<file path="config.mk">
export PLATFORM = sky130hd
export DESIGN_NAME = lf_gain_scheduler
export DESIGN_NICKNAME = d
export VERILOG_FILES = /design/src/rtl/lf_gain_scheduler_pkg.sv /design/src/rtl/lf_gain_scheduler_toggle_window.sv /design/src/rtl/lf_gain_scheduler.sv
export SDC_FILE = /design/constraint.sdc
export NUM_CORES = 1
export LEC_CHECK = 0
export ABC_AREA = 0
export BUFFER_PORTS_ARGS = -buffer_cell sky130_fd_sc_hd__buf_2
export CORE_MARGIN = 3
export CORE_UTILIZATION = 35
export DETAILED_ROUTE_END_ITERATION = 10
export PLACE_DENSITY = 0.54
export SYNTH_ARGS = -nofsm -noshare
export SYNTH_HDL_FRONTEND = slang
export SYNTH_HIERARCHICAL = 1
export SYNTH_SLANG_ARGS = --single-unit
</file>
<file path="constraint.sdc">
create_clock -name clk -period 4 [get_ports clk]
set_input_delay 0.6 -clock clk [delete_from_list [all_inputs] [get_ports clk]]
set_output_delay 0.6 -clock clk [all_outputs]
set_load 0.005 [all_outputs]
</file>
<file path="src/rtl/lf_gain_scheduler_pkg.sv">
// Shared loop-filter definitions: scheduler state codes and gain-select encodings.
package lf_gain_scheduler_pkg;

  typedef enum logic [2:0] {
    ST_IDLE   = 3'd0,
    ST_COARSE = 3'd1,
    ST_MEDIUM = 3'd2,
    ST_FINE   = 3'd3,
    ST_LOCKED = 3'd4
  } lf_state_e;

  localparam logic [1:0] SEL_IDLE   = 2'b00;
  localparam logic [1:0] SEL_COARSE = 2'b11;
  localparam logic [1:0] SEL_MEDIUM = 2'b10;
  localparam logic [1:0] SEL_FINE   = 2'b01;
  localparam logic [1:0] SEL_LOCKED = 2'b01;

  function automatic logic [1:0] sel_for(input lf_state_e s);
    case (s)
      ST_COARSE: sel_for = SEL_COARSE;
      ST_MEDIUM: sel_for = SEL_MEDIUM;
      ST_FINE:   sel_for = SEL_FINE;
      ST_LOCKED: sel_for = SEL_LOCKED;
      default:   sel_for = SEL_IDLE;
    endcase
  endfunction

endpackage

</file>
<file path="src/rtl/lf_gain_scheduler_toggle_window.sv">
// lf_toggle_window: per-window sample/toggle counting and run-length tracking of
// phase-detector decisions. Results include the sample strobed this cycle.
module lf_toggle_window #(
  parameter int unsigned WIN_LEN = 16,
  parameter int unsigned RUN_MAX = 8,
  localparam int unsigned CW = $clog2(WIN_LEN + 1)
) (
  input  logic          clk,
  input  logic          reset,
  input  logic          clr,
  input  logic          pd_valid,
  input  logic          early,
  output logic          win_end,
  output logic [CW-1:0] tog_total,
  output logic          run_hit
);

  localparam int unsigned RW = $clog2(RUN_MAX + 1);

  logic [CW-1:0] smp_q, smp_d, tog_q, tog_d;
  logic [RW-1:0] run_q, run_d, run_nx;
  logic          prev_q, prev_d, have_q, have_d;
  logic          is_tog;

  always_comb begin
    is_tog    = pd_valid && have_q && (early != prev_q);
    tog_total = tog_q + CW'(is_tog);
    win_end   = pd_valid && (smp_q == CW'(WIN_LEN - 1));
    if (!have_q || is_tog)            run_nx = RW'(1);
    else if (run_q == RW'(RUN_MAX))   run_nx = run_q;
    else                              run_nx = run_q + RW'(1);
    run_hit = pd_valid && (run_nx == RW'(RUN_MAX));

    smp_d  = smp_q;
    tog_d  = tog_q;
    run_d  = run_q;
    prev_d = prev_q;
    have_d = have_q;
    if (clr) begin
      smp_d  = '0;
      tog_d  = '0;
      run_d  = '0;
      prev_d = 1'b0;
      have_d = 1'b0;
    end else if (pd_valid) begin
      // Window rollover keeps the previous sample, so a toggle across the boundary counts.
      prev_d = early;
      have_d = 1'b1;
      run_d  = run_nx;
      if (win_end) begin
        smp_d = '0;
        tog_d = '0;
      end else begin
        smp_d = smp_q + CW'(1);
        tog_d = tog_total;
      end
    end
  end

  always_ff @(posedge clk or negedge reset) begin
    if (!reset) begin
      smp_q  <= '0;
      tog_q  <= '0;
      run_q  <= '0;
      prev_q <= 1'b0;
      have_q <= 1'b0;
    end else begin
      smp_q  <= smp_d;
      tog_q  <= tog_d;
      run_q  <= run_d;
      prev_q <= prev_d;
      have_q <= have_d;
    end
  end

endmodule

</file>
<file path="src/rtl/lf_gain_scheduler.sv">
// Loop-filter gain scheduler: steps gain down COARSE->MEDIUM->FINE on toggle-rich
// windows, declares lock after consecutive good FINE windows, falls back on loss.
module lf_gain_scheduler
  import lf_gain_scheduler_pkg::*;
#(
  parameter int unsigned WIN_LEN   = 16,
  parameter int unsigned TOG_TH    = 10,
  parameter int unsigned RUN_MAX   = 8,
  parameter int unsigned LOCK_WINS = 4
) (
  input  logic       clk,
  input  logic       reset,
  input  logic       enable,
  input  logic       pd_valid,
  input  logic       early,
  input  logic       overflow,
  input  logic       underflow,
  input  logic       OverflowP,
  input  logic       UnderflowP,
  output logic [1:0] sel,
  output logic [2:0] state,
  output logic       locked,
  output logic       lf_clear
);

  localparam int unsigned CW = $clog2(WIN_LEN + 1);
  localparam int unsigned LW = $clog2(LOCK_WINS + 1);

  lf_state_e     state_q, state_d;
  logic [1:0]    sel_q, sel_d;
  logic          locked_q, locked_d, lf_clear_q, lf_clear_d;
  logic [LW-1:0] lock_q, lock_d;
  logic          sat, sat_clr, win_clr, win_end, run_hit, qual;
  logic [CW-1:0] tog_total;

  lf_toggle_window #(
    .WIN_LEN(WIN_LEN),
    .RUN_MAX(RUN_MAX)
  ) u_win (
    .clk      (clk),
    .reset    (reset),
    .clr      (win_clr),
    .pd_valid (pd_valid),
    .early    (early),
    .win_end  (win_end),
    .tog_total(tog_total),
    .run_hit  (run_hit)
  );

  always_comb begin
    state_d    = state_q;
    lock_d     = lock_q;
    lf_clear_d = 1'b0;
    sat_clr    = 1'b0;
    sat        = overflow | underflow | OverflowP | UnderflowP;
    qual       = 32'(tog_total) >= TOG_TH;

    if (!enable) begin
      state_d = ST_IDLE;
    end else if (state_q == ST_IDLE) begin
      state_d    = ST_COARSE;
      lf_clear_d = 1'b1;
    end else if (sat) begin
      state_d    = ST_COARSE;
      lf_clear_d = 1'b1;
      sat_clr    = 1'b1;
    end else if (state_q == ST_LOCKED) begin
      if (run_hit) state_d = ST_MEDIUM;
    end else if (win_end) begin
      case (state_q)
        ST_COARSE: if (qual) state_d = ST_MEDIUM;
        ST_MEDIUM: if (qual) state_d = ST_FINE;
        ST_FINE: begin
          if (!qual)                              lock_d = '0;
          else if (lock_q == LW'(LOCK_WINS - 1))  state_d = ST_LOCKED;
          else                                    lock_d = lock_q + LW'(1);
        end
        default: ;
      endcase
    end

    if (state_d != ST_FINE) lock_d = '0;
    win_clr  = !enable || sat_clr || (state_d != state_q);
    sel_d    = sel_for(state_d);
    locked_d = (state_d == ST_LOCKED);
  end

  always_ff @(posedge clk or negedge reset) begin
    if (!reset) begin
      state_q    <= ST_IDLE;
      sel_q      <= SEL_IDLE;
      locked_q   <= 1'b0;
      lf_clear_q <= 1'b0;
      lock_q     <= '0;
    end else begin
      state_q    <= state_d;
      sel_q      <= sel_d;
      locked_q   <= locked_d;
      lf_clear_q <= lf_clear_d;
      lock_q     <= lock_d;
    end
  end

  assign state    = state_q;
  assign sel      = sel_q;
  assign locked   = locked_q;
  assign lf_clear = lf_clear_q;

endmodule

</file>
# Yosys cells after proc, flatten, opt, wreduce, memory -nomap -nowiden
# Cells that the tools add are included.
# classes
mux	40
add_sub_neg	4
reduce_logical	16
bitwise_logic	3
eq_ne	19
magnitude_cmp	1
# op_table
op	n
two-way mux 3 bit	19
two-way mux 5 bit	6
two-way mux 4 bit	4
== test 3 x 2 -> 1 bit, second input constant	5
two-way mux 1 bit	9
case mux 3 bit (3 select lines)	1
== test 4 bit, second input constant	2
nonzero test 2 bit	4
AND reduction 7 bit	1
== test 3 x 1 -> 1 bit, second input constant	2
== test 3 bit, second input constant	2
!= test 2 x 1 -> 1 bit, second input constant	3
!= test 3 x 2 -> 1 bit, second input constant	2
case mux 2 bit (3 select lines)	1
adder 5 x 1 -> 5 bit	1
adder 5 x 1 -> 5 bit, second input constant	1
== test 5 x 4 -> 1 bit, second input constant	1
>= comparator 5 x 4 -> 1 bit, second input constant	1
adder 4 x 1 -> 4 bit, second input constant	1
logical AND 1 bit	4
adder 3 x 1 -> 3 bit, second input constant	1
logical NOT 3 bit	1
logical OR 1 bit	3
!= test 3 bit	1
4 further kinds	7
# totals
inputBits	9
out_inout_bits	7
word_cells	93
register_bits	26

# Depth between registers and ports, before layout
# logic_depth
ltp_word	14
depth_mapped	13
ltp_nobuf	12

# Modules after synthesis
# Netlist, hierarchy kept.
# by_module_without_submodules
module	instances	cells_each	area_each_um2	seq_area_each_um2
lf_toggle_window	1	82	903.4	400.4
lf_gain_scheduler	1	64	613.1	250.2

# Worst setup path before layout
# No wires, ideal clock.
# synth_timing
path_type	input to register
start	input early
end	register u_win.run_q[3]
setup_slack_ns	1.087
t_required_ns	3.869
setup_ns	0.131
path_stages	13
path_buffers	1
arrival_time_ns	2.782
cell_sequence	xnor2_4 nor2_1 ha_1 ha_1 nand3_1 xnor2_1 nor2_1 o32ai_1 a211o_1 clkbuf_1 nor2b_1 nand4_1 o211ai_1
# synth_between
elab_chain_cells	14
word_cells_on_any_way	23
classes_between	add/sub (1); order compare (1); eq/ne (3); mux (13); reduce/logical (5)
# synth_lines
element	line_no	source
start: declaration	lf_gain_scheduler.sv:15	input logic early,
!= test 1 bit *	lf_gain_scheduler_toggle_window.sv:26	is_tog = pd_valid && have_q && (early != prev_q);
logical AND 1 bit *	lf_gain_scheduler_toggle_window.sv:26	
adder 5 x 1 -> 5 bit *	lf_gain_scheduler_toggle_window.sv:27	tog_total = tog_q + CW'(is_tog);
net tog_total[4]	lf_gain_scheduler.sv:34	logic [CW-1:0] tog_total;
>= comparator 5 x 4 -> 1 bit *	lf_gain_scheduler.sv:56	qual = 32'(tog_total) >= TOG_TH;
two-way mux 3 bit (on tied branches)	lf_gain_scheduler.sv:74, lf_gain_scheduler.sv:71, lf_gain_scheduler.sv:72	
case mux 3 bit (3 select lines) *	lf_gain_scheduler.sv:70	case (state_q)
two-way mux 3 bit *	lf_gain_scheduler.sv:69	end else if (win_end) begin
two-way mux 3 bit *	lf_gain_scheduler.sv:67	end else if (state_q == ST_LOCKED) begin
two-way mux 3 bit *	lf_gain_scheduler.sv:63	end else if (sat) begin
two-way mux 3 bit *	lf_gain_scheduler.sv:60	end else if (state_q == ST_IDLE) begin
two-way mux 3 bit *	lf_gain_scheduler.sv:58	if (!enable) begin
!= test 3 bit *	lf_gain_scheduler.sv:83	win_clr = !enable || sat_clr || (state_d != state_q);
logical OR 1 bit *	lf_gain_scheduler.sv:83	
net win_clr	lf_gain_scheduler.sv:33	logic sat, sat_clr, win_clr, win_end, run_hit, qual;
two-way mux 4 bit / nonzero test 2 bit (equally long branches)	-	
end signal: assignment	lf_gain_scheduler_toggle_window.sv:70	run_q <= run_d;
end: declaration	lf_gain_scheduler_toggle_window.sv:21	logic [RW-1:0] run_q, run_d, run_nx;
# Mark *: on every way through the listed nets, which the timed path passes. The rest lies on a longest branch. The select of a mux whose other input is x is not followed.
# A chain may end at the register's enable or synchronous reset.

# Worst setup path after layout
# layout_timing
start	register u_win.run_q[0]
end	register u_win.smp_q[0]
# layout_between
elab_chain_cells	13
word_cells_on_any_way	15
classes_between	add/sub (1); eq/ne (3); mux (8); reduce/logical (3)
# layout_lines
element	line_no	source
adder 4 x 1 -> 4 bit / == test 4 bit (equally long branches)	lf_gain_scheduler_toggle_window.sv:31, lf_gain_scheduler_toggle_window.sv:30	
two-way mux 4 bit *	lf_gain_scheduler_toggle_window.sv:30	else if (run_q == RW'(RUN_MAX)) run_nx = run_q;
two-way mux 4 bit *	lf_gain_scheduler_toggle_window.sv:29	if (!have_q || is_tog) run_nx = RW'(1);
== test 4 bit *	lf_gain_scheduler_toggle_window.sv:32	run_hit = pd_valid && (run_nx == RW'(RUN_MAX));
logical AND 1 bit *	lf_gain_scheduler_toggle_window.sv:32	
net run_hit	lf_gain_scheduler.sv:33	
two-way mux 3 bit *	lf_gain_scheduler.sv:68	if (run_hit) state_d = ST_MEDIUM;
two-way mux 3 bit *	lf_gain_scheduler.sv:67	
two-way mux 3 bit *	lf_gain_scheduler.sv:63	
two-way mux 3 bit *	lf_gain_scheduler.sv:60	
two-way mux 3 bit *	lf_gain_scheduler.sv:58	
!= test 3 bit *	lf_gain_scheduler.sv:83	
logical OR 1 bit *	lf_gain_scheduler.sv:83	
net win_clr	lf_gain_scheduler.sv:33	
two-way mux 5 bit / nonzero test 2 bit (equally long branches)	-	
end signal: assignment	lf_gain_scheduler_toggle_window.sv:68	smp_q <= smp_d;
end: declaration	lf_gain_scheduler_toggle_window.sv:20	logic [CW-1:0] smp_q, smp_d, tog_q, tog_d;
# Mark *: on every way through the listed nets, which the timed path passes. The rest lies on a longest branch.

==> impl_metrics.env <==
export IMPL_period_needed_ns=3.21
export IMPL_synth_cells=146
export IMPL_final_antenna_net_count=0
export IMPL_grt_pass1_wl_mm=5.49
export IMPL_std_cell_rows=23
export IMPL_gp_congestion=0.787
export IMPL_status="finished, final reports clean"
export IMPL_syn_to_final_growth_pct=11.5
export IMPL_synth_edff_count=0
export IMPL_slew_viol_final=0
export IMPL_cpPeakStageDelay_ns=0.50
export IMPL_layout_commonest_cell="dfrtp_1"
export IMPL_ys_ff_latch=26
export IMPL_ir_drop_mv=0.0795
export IMPL_ios=16
export IMPL_cts_tree="built"
export IMPL_grt_max_degree=27
export IMPL_required_ns=4.15
export IMPL_critical_path_class="reg2reg"
export IMPL_power_density_nw_per_um2=258
export IMPL_worstPathArrival_ns=3.36
export IMPL_post_cts_resized=0
export IMPL_fin_setup_tns_ns=0
export IMPL_leakagePower_nw=0.747
export IMPL_yosys_area_top_type="dfrtp_1"
export IMPL_worstPathCellList="inv_1, ha_1, nor4b_1, a311oi_1, a2111oi_2, nand2_1, o311ai_0, a211o_1, nor2_1, mux2_2"
export IMPL_worstMarginPinSlew_ns=0.581
export IMPL_drc_errors=0
export IMPL_firstDrtPassIters=4
export IMPL_yosys_area_top_type_share=0.429
export IMPL_cts_clk_slew_worst_paths_ns=0.08
export IMPL_timing_hold_violations_final=0
export IMPL_worst_clock_skew_ns=0.00336
export IMPL_n_antenna_cell=0
export IMPL_portBuffers=15
export IMPL_coreArea_um2=4090
export IMPL_dp_hpwl_mm=2.29
export IMPL_cts_buffers=3
export IMPL_relSlewSlack=0.608
export IMPL_hold_class="in2async"
export IMPL_critPathCaptureType="register"
export IMPL_layout_drive_gt1_share=0.179
export IMPL_power_switching_share=0.215
export IMPL_fin_crit_sh=0.802
export IMPL_nets=180
export IMPL_p_sw_mw=0.0936
export IMPL_viasPerCell=5.56
export IMPL_grt_overflow=0
export IMPL_hold_buffers=0
export IMPL_ys_seq_area_frac=0.429
export IMPL_clkLatencyLatePin_ns=0.26
export IMPL_combPwrFrac=0.060
export IMPL_wirelength_mm=3.06
export IMPL_synthArstFlopShare=1.00
export IMPL_synth_warnings=6
export IMPL_vias=1179
export IMPL_fmax_mhz=312
export IMPL_clkPwrFrac=0.327
export IMPL_fin_util=0.414
export IMPL_wl_per_cell_um=14.4
export IMPL_internal_power_mw=0.342
export IMPL_initial_core_util=0.371
export IMPL_htreeDepth=1
export IMPL_syn_area_um2=1520
export IMPL_setup_viol=0
export IMPL_crit_path_start_kind="register"
export IMPL_grt_usage=0.132
export IMPL_cp_top_family="compound AO/OA/AOI/OAI gates"
export IMPL_antenna_found_initial=0
export IMPL_first_iter_violations=62
export IMPL_grt_pass1_vias=1169
export IMPL_crit_path_max_fanout=13
export IMPL_fill_cells=419
export IMPL_cap_violations=0
export IMPL_layout_common_cells="dfrtp_1, buf_2, nand2_1, nor2_1, inv_1"
export IMPL_crit_path_top_delay_cell="o311ai_0"
export IMPL_rsz0062_at_grt="no"
export IMPL_multiInputGateArea_um2=820
export IMPL_syn_avg_cell_area_um2=10.4
export IMPL_synthTopCellsByArea="dfrtp_1, ha_1, a22o_1, xor2_1, nand2_1"
export IMPL_clock_sinks=26
export IMPL_cts_root_buf="clkbuf_8"
export IMPL_postCtsSetupBuffers=0
export IMPL_die_w_um=71.8
export IMPL_yosysUniqueCellTypes=52
export IMPL_die_h_um=71.8
export IMPL_clockBufferDepth=2
export IMPL_synth_ff_type="dfrtp_1"
export IMPL_p_seq_frac=0.613
export IMPL_critPathBufInv=1
export IMPL_design_die_area_um2=5160
export IMPL_ff_latch_area_um2=651
export IMPL_synth_nets=162
==> kinds of logic (layout without fill, tap and decap cells) <==
logic type      after synthesis  in the layout  synth area share
compound gates               33             33             0.166
xor+xnor                      8              8            0.0586
fa+ha+maj                     7              7            0.0578
buf+inv                      12             28            0.0305
flops                        26             26             0.429
mux                           4              4            0.0272
simple gates                 56             56             0.231
==> worst register-to-register path, cell delays in order, from the launching register on <==
cell and delay, ns:
dfrtp_1 0.45, inv_1 0.12, ha_1 0.24, nor4b_1 0.34
a311oi_1 0.11, a2111oi_2 0.29, nand2_1 0.09, o311ai_0 0.50
a211o_1 0.44, nor2_1 0.23, mux2_2 0.31
==> per-layer routing <==
layer	up-vias	global-route usage	wire, µm
met2	20	0.214	1470
li1	584	-	-
met5	-	0	0
met1	571	0.179	1430
met4	0	0.0438	39
met3	4	0.0224	112
==> synthesized netlist by cell type, types with 2 or more instances <==
cell type  count
dfrtp_1       26
nand2_1        9
nor2_1         9
inv_1          8
ha_1           7
a22o_1         5
nor4_1         5
xor2_1         5
a21oi_1        4
nand2b_1       4
nand3_1        4
nand4_1        4
o21ai_0        4
a311oi_1       3
mux2i_1        3
nor2b_1        3
nor3_1         3
o211ai_1       3
clkbuf_1       2
or3_1          2
xnor2_1        2
==> through the flow <==
stage               cell area [µm²]  power [mW]  std cells  hold WS [ns]  setup WS [ns]
floorplan                      1520       0.283        146         0.304           1.09
global placement               1650       0.299        209         0.500          0.662
detailed placement             1650       0.299        209         0.506          0.565
CTS                            1690       0.445        212         0.348          0.779
global route                   1690       0.462        212         0.360          0.514
finish                         1690       0.435        212         0.331          0.790
==> registers in the layout, indices dropped and copies added, names as in the netlist <==
register / count
u_win/run_q: 4
u_win/smp_q: 5
u_win/have_q: 1
state: 3
lf_clear: 1
sel: 2
locked: 1
u_win/tog_q: 5
lock_q: 3
u_win/prev_q: 1
==> final timing paths <==
| check | startpoint | to | slack (ns) | depth (start not counted) |
|---|---|---|---|---|
| max in group asynchronous | reset | u_win/tog_q[2]$_DFFE_PN0P_ | 3.29 | 1 |
| min in group clk | u_win/tog_q[0]$_DFFE_PN0P_ | u_win/tog_q[0]$_DFFE_PN0P_ | 0.53 | 1 |
| setup reg to reg | u_win/run_q[0]$_DFFE_PN0P_ | u_win/smp_q[0]$_DFFE_PN0P_ | 0.79 | 10 |
| hold reg to reg | u_win/tog_q[0]$_DFFE_PN0P_ | u_win/tog_q[0]$_DFFE_PN0P_ | 0.53 | 1 |
| hold / removal | reset | u_win/smp_q[0]$_DFFE_PN0P_ | 0.33 | 1 |
| setup / recovery | u_win/run_q[0]$_DFFE_PN0P_ | u_win/smp_q[0]$_DFFE_PN0P_ | 0.79 | 10 |
==> power by group through the flow <==
stage	logic [mW]	clock network (mW)	registers (mW)
global placement	0.0266	0	0.272
detailed placement	0.0269	0	0.272
finish	0.0262	0.142	0.267
floorplan	0.0107	0	0.272
global route	0.0299	0.164	0.267
CTS	0.0270	0.151	0.267
==> cell type report <==
| class | count | share of cell area |
|---|---|---|
| inverters | 9 | 0.0200 |
| multi-input cells | 108 | 0.485 |
| well taps | 50 | 0.0370 |
| flip-flops and latches | 26 | 0.385 |
| repair buffers | 16 | 0.0489 |
| clock buffers | 3 | 0.0244 |
No activity file was read; power rests on OpenSTA's default activity.
